==> src/rtl/latency_checker_pkg.sv <==
// latency_checker_pkg: shared enums and colour-bar constants for latency_pattern_gen.
package latency_checker_pkg;
    typedef enum logic [1:0] {MODE_BLACK, MODE_BARS, MODE_RAMP, MODE_FRAME} mode_t;
    typedef enum logic [1:0] {IDLE, ARMED, FLASH} state_t;
    // index 0 is the leftmost bar
    localparam logic [7:0][23:0] BAR_COLORS = {
        24'h000000, 24'h0000FF, 24'hFF0000, 24'hFF00FF,
        24'h00FF00, 24'h00FFFF, 24'hFFFF00, 24'hFFFFFF
    };
    function automatic logic [23:0] bar_color(input logic [2:0] i);
        return BAR_COLORS[i];
    endfunction
endpackage

==> src/rtl/video_timing_counter.sv <==
// video_timing_counter: free-running H/V raster counters with raw de, sync and frame-start flags.
module video_timing_counter #(
    parameter int H_ACTIVE = 1280,
    parameter int H_FRONT  = 110,
    parameter int H_SYNC   = 40,
    parameter int H_BACK   = 220,
    parameter int V_ACTIVE = 720,
    parameter int V_FRONT  = 5,
    parameter int V_SYNC   = 5,
    parameter int V_BACK   = 20,
    parameter int H_TOTAL  = H_ACTIVE + H_FRONT + H_SYNC + H_BACK,
    parameter int V_TOTAL  = V_ACTIVE + V_FRONT + V_SYNC + V_BACK,
    parameter int HW       = $clog2(H_TOTAL),
    parameter int VW       = $clog2(V_TOTAL)
) (
    input  logic          clock,
    input  logic          reset,
    output logic [HW-1:0] h,
    output logic [VW-1:0] v,
    output logic          de,
    output logic          hsync,
    output logic          vsync,
    output logic          frame_start
);
    always_ff @(posedge clock or posedge reset) begin
        if (reset) begin
            h <= '0;
            v <= '0;
        end else if (h == HW'(H_TOTAL - 1)) begin
            h <= '0;
            v <= (v == VW'(V_TOTAL - 1)) ? '0 : v + 1'b1;
        end else begin
            h <= h + 1'b1;
        end
    end

    assign de          = h < HW'(H_ACTIVE) && v < VW'(V_ACTIVE);
    assign hsync       = h >= HW'(H_ACTIVE + H_FRONT) && h < HW'(H_ACTIVE + H_FRONT + H_SYNC);
    assign vsync       = v >= VW'(V_ACTIVE + V_FRONT) && v < VW'(V_ACTIVE + V_FRONT + V_SYNC);
    assign frame_start = h == '0 && v == '0;
endmodule

==> src/rtl/latency_pattern_gen.sv <==
// latency_pattern_gen: video test-pattern source with a triggerable white flash for latency measurement.
module latency_pattern_gen
    import latency_checker_pkg::*;
#(
    parameter int H_ACTIVE     = 1280,
    parameter int H_FRONT      = 110,
    parameter int H_SYNC       = 40,
    parameter int H_BACK       = 220,
    parameter int V_ACTIVE     = 720,
    parameter int V_FRONT      = 5,
    parameter int V_SYNC       = 5,
    parameter int V_BACK       = 20,
    parameter int HSYNC_POL    = 1,
    parameter int VSYNC_POL    = 1,
    parameter int FLASH_FRAMES = 1
) (
    input  logic        clock,
    input  logic        reset,
    input  logic [1:0]  mode,
    input  logic        trigger,
    output logic [23:0] video_data,
    output logic        video_hsync,
    output logic        video_vsync,
    output logic        video_de,
    output logic        blink,
    output logic        frame_start,
    output logic        busy
);
    localparam int   H_TOTAL = H_ACTIVE + H_FRONT + H_SYNC + H_BACK;
    localparam int   V_TOTAL = V_ACTIVE + V_FRONT + V_SYNC + V_BACK;
    localparam int   HW      = $clog2(H_TOTAL);
    localparam int   VW      = $clog2(V_TOTAL);
    localparam int   FW      = $clog2(FLASH_FRAMES + 1);
    localparam int   BAR_W   = H_ACTIVE / 8 > 0 ? H_ACTIVE / 8 : 1;
    localparam logic HS_ACT  = HSYNC_POL != 0;
    localparam logic VS_ACT  = VSYNC_POL != 0;

    logic [HW-1:0] h, bar_raw;
    logic [VW-1:0] v;
    logic          de, hs, vs, start, flash_on;
    logic [2:0]    bar;
    logic [7:0]    frame_cnt, grey;
    logic [FW-1:0] flash_cnt;
    logic [23:0]   pixel;
    mode_t         mode_q, cur_mode;
    state_t        state;

    video_timing_counter #(
        .H_ACTIVE(H_ACTIVE), .H_FRONT(H_FRONT), .H_SYNC(H_SYNC), .H_BACK(H_BACK),
        .V_ACTIVE(V_ACTIVE), .V_FRONT(V_FRONT), .V_SYNC(V_SYNC), .V_BACK(V_BACK)
    ) timing (
        .clock(clock), .reset(reset), .h(h), .v(v),
        .de(de), .hsync(hs), .vsync(vs), .frame_start(start)
    );

    // At the first pixel of a frame the live mode/state decide that frame's content
    assign cur_mode = start ? mode_t'(mode) : mode_q;
    assign grey     = frame_cnt + 8'(start);
    assign flash_on = start ? (state == ARMED || (state == FLASH && flash_cnt != FW'(1)))
                            : state == FLASH;
    assign bar_raw  = h / HW'(BAR_W);
    assign bar      = bar_raw > HW'(7) ? 3'd7 : bar_raw[2:0];
    assign pixel    = !de                     ? 24'h000000 :
                      flash_on                ? 24'hFFFFFF :
                      cur_mode == MODE_BARS   ? bar_color(bar) :
                      cur_mode == MODE_RAMP   ? {3{8'(h)}} :
                      cur_mode == MODE_FRAME  ? {3{grey}} : 24'h000000;

    always_ff @(posedge clock or posedge reset) begin
        if (reset) begin
            state     <= IDLE;
            busy      <= 1'b0;
            flash_cnt <= '0;
            frame_cnt <= '0;
            mode_q    <= MODE_BLACK;
        end else begin
            if (start) begin
                mode_q    <= cur_mode;
                frame_cnt <= grey;
            end
            case (state)
                IDLE:
                    if (trigger) begin
                        state <= ARMED;
                        busy  <= 1'b1;
                    end
                ARMED:
                    if (start) begin
                        state     <= FLASH;
                        flash_cnt <= FW'(FLASH_FRAMES);
                    end
                FLASH:
                    if (start) begin
                        flash_cnt <= flash_cnt - 1'b1;
                        if (flash_cnt == FW'(1)) begin
                            state <= IDLE;
                            busy  <= 1'b0;
                        end
                    end
                default: begin
                    state <= IDLE;
                    busy  <= 1'b0;
                end
            endcase
        end
    end

    always_ff @(posedge clock or posedge reset) begin
        if (reset) begin
            video_data  <= '0;
            video_de    <= 1'b0;
            video_hsync <= !HS_ACT;
            video_vsync <= !VS_ACT;
            frame_start <= 1'b0;
            blink       <= 1'b0;
        end else begin
            video_data  <= pixel;
            video_de    <= de;
            video_hsync <= HS_ACT ? hs : !hs;
            video_vsync <= VS_ACT ? vs : !vs;
            frame_start <= start;
            blink       <= flash_on;
        end
    end
endmodule

==> config.mk <==
export PLATFORM = sky130hd
export DESIGN_NAME = latency_pattern_gen
export DESIGN_NICKNAME = d
export VERILOG_FILES = /design/src/rtl/latency_checker_pkg.sv /design/src/rtl/video_timing_counter.sv /design/src/rtl/latency_pattern_gen.sv
export SDC_FILE = /design/constraint.sdc
export NUM_CORES = 1
export LEC_CHECK = 0
export ABC_CLOCK_PERIOD_IN_PS = 2820
export CAP_MARGIN = 15
export CORE_ASPECT_RATIO = 0.7
export CORE_MARGIN = 2
export CORE_UTILIZATION = 51
export DETAILED_ROUTE_END_ITERATION = 6
export PLACE_DENSITY = 0.79
export SLEW_MARGIN = 20
export SYNTH_ARGS = -nofsm -noshare
export SYNTH_HDL_FRONTEND = slang
export SYNTH_SLANG_ARGS = --single-unit
==> constraint.sdc <==
create_clock -name clock -period 2.82 [get_ports clock]
set_input_delay 0.705 -clock clock [delete_from_list [all_inputs] [get_ports clock]]
set_output_delay 0.705 -clock clock [all_outputs]
set_load 0.02 [all_outputs]
== Yosys cells after proc, flatten, opt, wreduce, memory -nomap -nowiden ==
Memory sizes are Yosys's and may differ from the RTL's.
Cells that the tools add are included.

* Bits of input ports: 5
* Memories kept: 1
* Output and inout port bits: 30
* Register bits after elaboration: 64
* Memory bits (read-only): 192
* Logic and storage cells: 76

{| class="wikitable"
|+ Memories
! memory !! words !! width !! read ports !! clocked after memory_dff !! write ports !! RTL line !! RTL
|-
| (name not given) || 8 || 24 || 1 || 0 || 0 || latency_checker_pkg.sv:11 || <nowiki>return BAR_COLORS[i];</nowiki>
|}

* Reduce and logical (&&, ||, !) cells: 13
* Add/sub/neg operators: 4
* Muxes and demuxes: 23
* Eq/ne operators: 11
* Bitwise gates (word level): 2
* Divide/modulo/power cells: 1
* $lt $le $gt $ge: 8

{| class="wikitable"
|+ Operator list
! operator !! number
|-
| $mux W24 || 6
|-
| $lt A11 B11 Y1 const B || 2
|-
| $lt A10 B10 Y1 const B || 2
|-
| $add A11 B1 Y11 const B || 1
|-
| $div A11 B8 Y11 const B || 1
|-
| $eq A11 B11 Y1 const B || 1
|-
| $ge A11 B11 Y1 const B || 1
|-
| $gt A11 B3 Y1 const B || 1
|-
| $logic_not A11 Y1 || 1
|-
| $mux W11 || 1
|-
| $add A10 B1 Y10 const B || 1
|-
| $eq A10 B10 Y1 const B || 1
|-
| $ge A10 B10 Y1 const B || 1
|-
| $logic_not A10 Y1 || 1
|-
| $mux W10 || 1
|-
| $mux W2 || 5
|-
| $add A8 B1 Y8 || 1
|-
| $ne A2 B2 Y1 const B || 4
|-
| $reduce_and A4 Y1 || 2
|-
| $eq A2 B2 Y1 const B || 3
|-
| $mux W1 || 6
|-
| $pmux W2 S3 || 1
|-
| $logic_and A1 B1 Y1 || 5
|-
| $eq A2 B1 Y1 const B || 2
|-
| other kinds (10) || 11
|}

== Depth between registers and ports, before layout ==
Gate-level depths: netlist (run 1).

* Depth in word-level cells: 9
* Depth in mapped cells: 15
* Mapped depth without buffers: 14

== Modules after synthesis ==
From an unflattened synthesis (run 1), not the netlist that was laid out.

* Cells, all modules: 308
* Area, all modules: 3243.1 um^2

{| class="wikitable"
|+ By module, submodules not included
! module !! instances !! sequential area each (um^2) !! area each (um^2) !! cells each
|-
| latency_pattern_gen || 1 || 1076.0 || 1941.9 || 166
|-
| video_timing_counter || 1 || 525.5 || 1301.2 || 142
|}

== Worst setup path before layout (run 1) ==
No wires, ideal clock.

* Kind: reg-to-reg
* Start: register timing.v[1]
* End: register video_data[22]
* Slack: 0.121 ns
* Arrival time: 2.620 ns
* Cell stages (with the launch flop): 16
* Path buffers: 1
* Required time: 2.741 ns
* Setup time: 0.079 ns
* Period minus slack after synthesis: 2.699 ns
* Cell sequence: dfrtp_1 -> inv_1 -> ha_1 -> nor4b_2 -> and4_4 -> nand2_4 -> clkinv_2 -> buf_8 -> ha_1 -> ha_1 -> and3_1 -> nand3_1 -> xnor2_1 -> a21oi_1 -> a211o_1 -> a21oi_1

* Longest elaborated chain between the ends: 9
* Elaborated cells between the ends (all ways): 15
* Those cells by class: add/sub: 1; order compare: 1; eq/ne: 3; mux: 7; reduce/logical: 3

{| class="wikitable"
|+ Ends and longest elaborated chain
! element !! RTL line !! RTL
|-
| start: declaration || video_timing_counter.sv:19 || <nowiki>output logic [VW-1:0] v,</nowiki>
|-
| start signal: assignment || video_timing_counter.sv:31 || <nowiki>v <= (v == VW'(V_TOTAL - 1)) ? '0 : v + 1'b1;</nowiki>
|-
| $logic_not A10 Y1 (*) || video_timing_counter.sv:40 || <nowiki>assign frame_start = h == '0 && v == '0;</nowiki>
|-
| $logic_and A1 B1 Y1 (*) || video_timing_counter.sv:40 ||
|-
| via start || latency_pattern_gen.sv:40 || <nowiki>logic de, hs, vs, start, flash_on;</nowiki>
|-
| branches (longest 5 deep; another with $add A8 B1 Y8) || -- ||
|-
| $mux W24 (*) || latency_pattern_gen.sv:64 || <nowiki>flash_on ? 24'hFFFFFF :</nowiki>
|-
| $mux W24 (*) || latency_pattern_gen.sv:63 || <nowiki>assign pixel = !de ? 24'h000000 :</nowiki>
|-
| via pixel[22] || latency_pattern_gen.sv:44 || <nowiki>logic [23:0] pixel;</nowiki>
|-
| end signal: assignment || latency_pattern_gen.sv:117 || <nowiki>video_data <= pixel;</nowiki>
|-
| end: declaration || latency_pattern_gen.sv:21 || <nowiki>output logic [23:0] video_data,</nowiki>
|}

Mark *: on every way through the listed nets, which the timed path passes.
A chain may end at the register's enable or synchronous reset.

== Worst setup path after layout (run 1) ==
* Start: register timing.v[1]
* End: register video_data[6]

* Longest elaborated chain between the ends: 9
* Elaborated cells between the ends (all ways): 15
* Those cells by class: add/sub: 1; order compare: 1; eq/ne: 3; mux: 7; reduce/logical: 3

{| class="wikitable"
|+ Ends and longest elaborated chain
! element !! RTL line
|-
| branches (longest 8 deep; another with $add A8 B1 Y8) || --
|-
| $mux W24 (*) || latency_pattern_gen.sv:63
|-
| via pixel[6] || latency_pattern_gen.sv:44
|}

Marked as above.

==> qor.csv, run 1 <==
metric,value,unit
die-width,99.4,um
vias_per_cell,5.64,
relSlewSlack,0.460,
synth_top_family_by_area,simple AND/OR/NAND/NOR gates,
tns,0,ps
skew,10.5,ps
max_cap_violations,0,
cts_buffer_depth,2,
fmax,372,MHz
antenna_found_initial,0,
slew_viol_final,0,
ioPinCount,35,
setup-violations-final,0,
synth_seq_area_share,0.493,
grt_pass1_wl,12700,um
synthArstFlopShare,1.00,
crit_slowest_cell,dfrtp_1,
period_minus_slack,2690,ps
synth_warnings,0,
critPathLaunchType,flip-flop,
synth.most_common_cell,dfrtp_1,
synth_ff_type,dfrtp_1,
crit_family,simple AND/OR/NAND/NOR gates,
start_util,0.525,
synth.area.top_cells,"dfrtp_1 (49%), a21oi_1 (5.5%), xnor2_1 (4.3%)",
drc,0,
critPathBufInv,2,
ant_nets,0,
synth_compound_area_frac,0.166,
worst_slack,129,ps
power_density,477,mW/mm^2
synth_fa_ha_area_frac,0.0347,
synth.area.mux_share,0.0108,
clkTransAtPathRegs,70,ps
row_count,24,
cts_tree,done,
crit_path_end_kind,flip-flop,
tightest_slew,809,ps
cp.required,3070,ps
synth_area,0.00325,sq mm
crit_start,timing.v[1]$_DFFE_PP0N_,
timing.rr.start,timing.v[1]$_DFFE_PP0N_,
synthTopCellsByCount,"dfrtp_1 (64), a21oi_1 (36), nand2_1 (29)",
fin_crit_sh,0.954,
leakage,1.78,nW
status,completed,
grt_usage,0.232,
fin_nets,396,
critical_path_arrival,2950,ps
syn_to_final_growth,23.3,%
dr_total_vias,2621,
cts_hold_buf,0,
avgSynthCellArea,9.85,sq um
cts_root_buf,clkbuf_8,
post-place-ws,8.45,ps
drt_pass1_iterations,5,
routedWlPerCell,16.2,um
place_congestion,0.940,
drt_iter0_drc,221,
dieArea,0.00704,sq mm
slowest_delay,400,ps
worstHoldPathType,flip-flop to flip-flop,
antenna_cells,0,
fill_cells,496,
ys_seq_elements,64,
power.total,1.91,mW
fp.dieH,70.8,um
portBuffers,34,
synth_edf_count,0,
syn-num-nets,344,
synthXorXnorAreaFrac,0.0593,
grt_overflow_total,0,
r2r_slack,130,ps
synth_cell_types,49,
grt_pass1_vias,2528,
cts_buffers,9,
holdCritStartpoint,frame_cnt[0]$_DFFE_PP0P_,
ir_drop,394,uV
path_max_fanout,6,
crit_type,flip-flop to flip-flop,
wirelength,7510,um
syn_inst,330,
yosysTopAreaCellShare,0.493,
clock_latency,340,ps
grt_max_degree,65,
core_area,0.00619,sq mm
rsz0062_at_grt,no,
hpwl,5210,um
synth_top_area_cell,dfrtp_1,
cts.sinks,64,
drive_above_1_share,0.165,
yosys.area_share.simple,0.186,
hold_viol_final,0,
h-tree-depth,3,
cp_cell_sequence,inv_1 -> ha_1 -> nor4b_4 -> and4_4 -> nand2_4 -> clkinv_2 -> ha_1 -> ha_2 -> and3_4 -> nand3_2 -> xnor2_1 -> a21oi_1 -> a211o_1 -> a21oi_1,
[per-stage QoR]
| step | area, sq um | instances | hold WS (ps) | util |
|---|---|---|---|---|
| floorplan | 3250 | 330 | 449 | - |
| global placement | 3750 | 445 | 476 | 0.607 |
| detailed placement | 3750 | 445 | 478 | 0.607 |
| CTS | 3960 | 462 | 496 | 0.640 |
| global route | 4010 | 465 | 516 | 0.648 |
| finish | 4010 | 465 | 496 | 0.648 |
[routing by layer]
| metal | wire length (um) | global-route usage |
|---|---|---|
| met3 | 498 | 0.0652 |
| met5 | 0 | 0 |
| met4 | 61 | 0.0548 |
| met2 | 3090 | 0.315 |
| met1 | 3860 | 0.367 |
[layout by cell type (no fill, tap or decap), types with 5 or more instances in the layout]
| cell type | Yosys | routed |
|---|---|---|
| dfrtp_1 | 64 | 64 |
| buf_4 | 0 | 22 |
| clkbuf_8 | 0 | 10 |
| nand2_1 | 29 | 29 |
| nor2_1 | 27 | 27 |
| nand4_1 | 9 | 9 |
| clkdlybuf4s50_1 | 0 | 34 |
| xnor2_1 | 16 | 16 |
| nor3_1 | 6 | 6 |
| nand3_1 | 12 | 11 |
| xor2_1 | 6 | 6 |
| o21ai_0 | 16 | 16 |
| nor2b_1 | 5 | 5 |
| a21o_1 | 6 | 6 |
| inv_1 | 17 | 15 |
| ha_1 | 9 | 8 |
| a21oi_1 | 36 | 35 |
[cells by family after synthesis]
kind of cell / after synthesis
mux: 3
xor+xnor: 22
fa+ha+maj: 9
simple gates: 114
flops: 64
buf+inv: 35
compound gates: 83
[registers in the layout, summed over array words and instances, names as in the netlist, 2 cells and up]
| register | cells |
|---|---|
| video_data | 24 |
| timing.v | 10 |
| frame_cnt | 8 |
| mode_q | 2 |
| timing.h | 11 |
| state | 2 |
[repair_timing]
item                       CTS  global route
setup endpoints to repair    3             9
setup buffers                1             3
pin swaps                    1             3
resized for setup            0             7
[worst min-delay path, cell delays in order, from the launching register on]
cell     delay (ps)
dfrtp_1         360
nand2_1          50
nand2_1          60
[final timing paths]
| kind | to | depth (start not counted) |
|---|---|---|
| worst max-delay path | video_data[6]$_DFF_PP0_ | 14 |
| worst min-delay path | frame_cnt[0]$_DFFE_PP0P_ | 2 |
| worst max register to register | video_data[6]$_DFF_PP0_ | 14 |
| worst min register to register | frame_cnt[0]$_DFFE_PP0P_ | 2 |
| max in group asynchronous | timing.h[4]$_DFF_PP0_ | 3 |
| min in group asynchronous | timing.v[6]$_DFFE_PP0N_ | 3 |
[area by class of cell]
class,instances,area (sq um),share of cell area
Clock buffer,11,141,0.0353
Clock inverter,5,56.3,0.0140
Inverter,19,72.6,0.0181
Multi-Input combinational cell,231,1510,0.377
Sequential cell,64,1600,0.400
Tap cell,78,97.6,0.0244
Timing Repair Buffer,57,526,0.131
[where the power goes]
group	internal, mW	switching (mW)
Clock	0.431	0.347
Sequential	0.948	0.0121
Combinational	0.0767	0.0966
(Power assumes the default switching activity.)
==> run 2, diff against run 1 <==
Settings changed: CAP_MARGIN 15 to unset.
==> results of run 2 <==
Same layout as run 1: the final DEF is identical, and so are final timing and power.
==> run 3, diff against run 2 <==
Settings changed: PLACE_DENSITY 0.79 to unset, PLACE_DENSITY_LB_ADDON set to 0.12.
==> qor.csv, run 3 (synthesized netlist as in run 1, its figures left out) <==
metric,value,unit,change
status,completed,,unchanged
power_density,486,mW/mm^2,was 477 mW/mm^2
fin_crit_sh,0.950,,was 0.954
slew_viol_final,0,,unchanged
drt_pass1_iterations,5,,unchanged
tns,0,ps,unchanged
ant_nets,0,,unchanged
cts_hold_buf,0,,unchanged
start_util,0.525,,unchanged
critPathLaunchType,flip-flop,,unchanged
dieArea,0.00704,sq mm,unchanged
critical_path_arrival,2950,ps,about the same
grt_pass1_vias,2475,,was 2528
antenna_cells,0,,unchanged
dpl_cell_area,0.00377,sq mm,was 0.00375 sq mm
critPathBufInv,2,,unchanged
clock_latency,340,ps,about the same
h-tree-depth,3,,unchanged
ir_drop,299,uV,was 394 uV
ioPinCount,35,,unchanged
crit_path_end_kind,flip-flop,,unchanged
dp_cells,447,,was 445
core_area,0.00619,sq mm,unchanged
fp.dieH,70.8,um,unchanged
crit_slowest_cell,dfrtp_1,,unchanged
routedWlPerCell,16.7,um,was 16.2 um
post-place-ws,73.9,ps,was 8.45 ps
syn_to_final_growth,23.1,%,was 23.3%
wirelength,7730,um,was 7510 um
power.total,1.94,mW,was 1.91 mW
clkTransAtPathRegs,80,ps,was 70 ps
drc,0,,unchanged
grt_pass1_wl,12700,um,about the same
grt_usage,0.234,,was 0.232
leakage,1.77,nW,was 1.78 nW
crit_family,simple AND/OR/NAND/NOR gates,,unchanged
place_congestion,0.874,,was 0.940
path_max_fanout,6,,unchanged
setup-violations-final,0,,unchanged
final_common_cell,dfrtp_1,,unchanged
cp_cell_sequence,inv_1 -> ha_1 -> nor4b_4 -> and4_4 -> nand2_4 -> clkinv_2 -> ha_1 -> ha_2 -> and3_4 -> nand3_2 -> xnor2_1 -> a21oi_1 -> a211o_1 -> a21oi_1,,unchanged
largest_register_ff_count,24,,unchanged
cts_buffers,9,,unchanged
hold_viol_final,0,,unchanged
portBuffers,34,,unchanged
grt_overflow_total,0,,unchanged
cp.required,3090,ps,was 3070 ps
skew,10.1,ps,was 10.5 ps
worst_slack,140,ps,was 129 ps
biggestRegsByFlops,"video_data (24), timing.h (11), timing.v (10)",,unchanged
max_cap_violations,0,,unchanged
cts_buffer_depth,2,,unchanged
drive_above_1_share,0.161,,was 0.165
relSlewSlack,0.470,,was 0.460
fill_cells,513,,was 496
die-width,99.4,um,unchanged
fmax,373,MHz,was 372 MHz
whs,508,ps,was 496 ps
stdcell_count,464,,was 465
grt_max_degree,65,,unchanged
fin_nets,395,,was 396
slowest_delay,410,ps,was 400 ps
cts.sinks,64,,unchanged
vias_per_cell,5.69,,was 5.64
dr_total_vias,2638,,was 2621
cts_tree,done,,unchanged
drt_iter0_drc,173,,was 221
period_minus_slack,2680,ps,was 2690 ps
cts_root_buf,clkbuf_8,,unchanged
worstHoldPathType,flip-flop to flip-flop,,unchanged
stdcell_area,0.00400,sq mm,was 0.00401 sq mm
postLayoutCoreUtil,0.646,,was 0.648
hpwl,5380,um,was 5210 um
antenna_found_initial,0,,unchanged
layout_common_cells,"dfrtp_1 (64), a21oi_1 (36), clkdlybuf4s50_1 (34)",,"was dfrtp_1 (64), a21oi_1 (35), clkdlybuf4s50_1 (34)"
top_register,video_data,,unchanged
row_count,24,,unchanged
crit_type,flip-flop to flip-flop,,unchanged
tightest_slew,787,ps,was 809 ps
==> run 3: cell type report <==
type / instances / area, sq um / share of cell area
sequential: 64 / 1600 / 0.401
multi-input combinational: 231 / 1510 / 0.377
timing repair buffer: 56 / 518 / 0.130
clock buffer: 9 / 124 / 0.0310
tap: 78 / 97.6 / 0.0244
clock inverter: 7 / 77.6 / 0.0194
inverter: 19 / 72.6 / 0.0181
==> run 3: routing by layer <==
metal	vias up	wire, um	global-route usage
met5	-	0	0
met4	0	82	0.0715
met3	8	621	0.0721
met2	109	3040	0.300
met1	1265	3990	0.372
li1	1256	-	-
==> run 3: worst paths after layout <==
path | from | to | slack (ps) | depth (start not counted)
setup / recovery | timing.v[1]$_DFFE_PP0N_ | video_data[22]$_DFF_PP0_ | 140 | 14
hold / removal | frame_cnt[7]$_DFFE_PP0P_ | frame_cnt[7]$_DFFE_PP0P_ | 510 | 1
setup reg to reg | timing.v[1]$_DFFE_PP0N_ | video_data[22]$_DFF_PP0_ | 140 | 14
hold reg to reg | frame_cnt[7]$_DFFE_PP0P_ | frame_cnt[7]$_DFFE_PP0P_ | 510 | 1
max in group asynchronous | reset | video_data[2]$_DFF_PP0_ | 1800 | 3
min in group asynchronous | reset | timing.h[5]$_DFF_PP0_ | 740 | 3
==> run 3: repair_timing <==
action | in CTS | in global routing
setup endpoints to repair | 0 | 8
hold endpoints to repair | 0 | 0
buffers inserted | 0 | 1
gates resized for setup | 0 | 5
==> run 3: report_power, final <==
part / leakage [nW] / internal (mW) / switching, mW
combinational: 0.855 / 0.0782 / 0.0978
sequential: 0.816 / 0.947 / 0.0127
clock: 0.101 / 0.417 / 0.391
total: 1.77 / 1.44 / 0.502
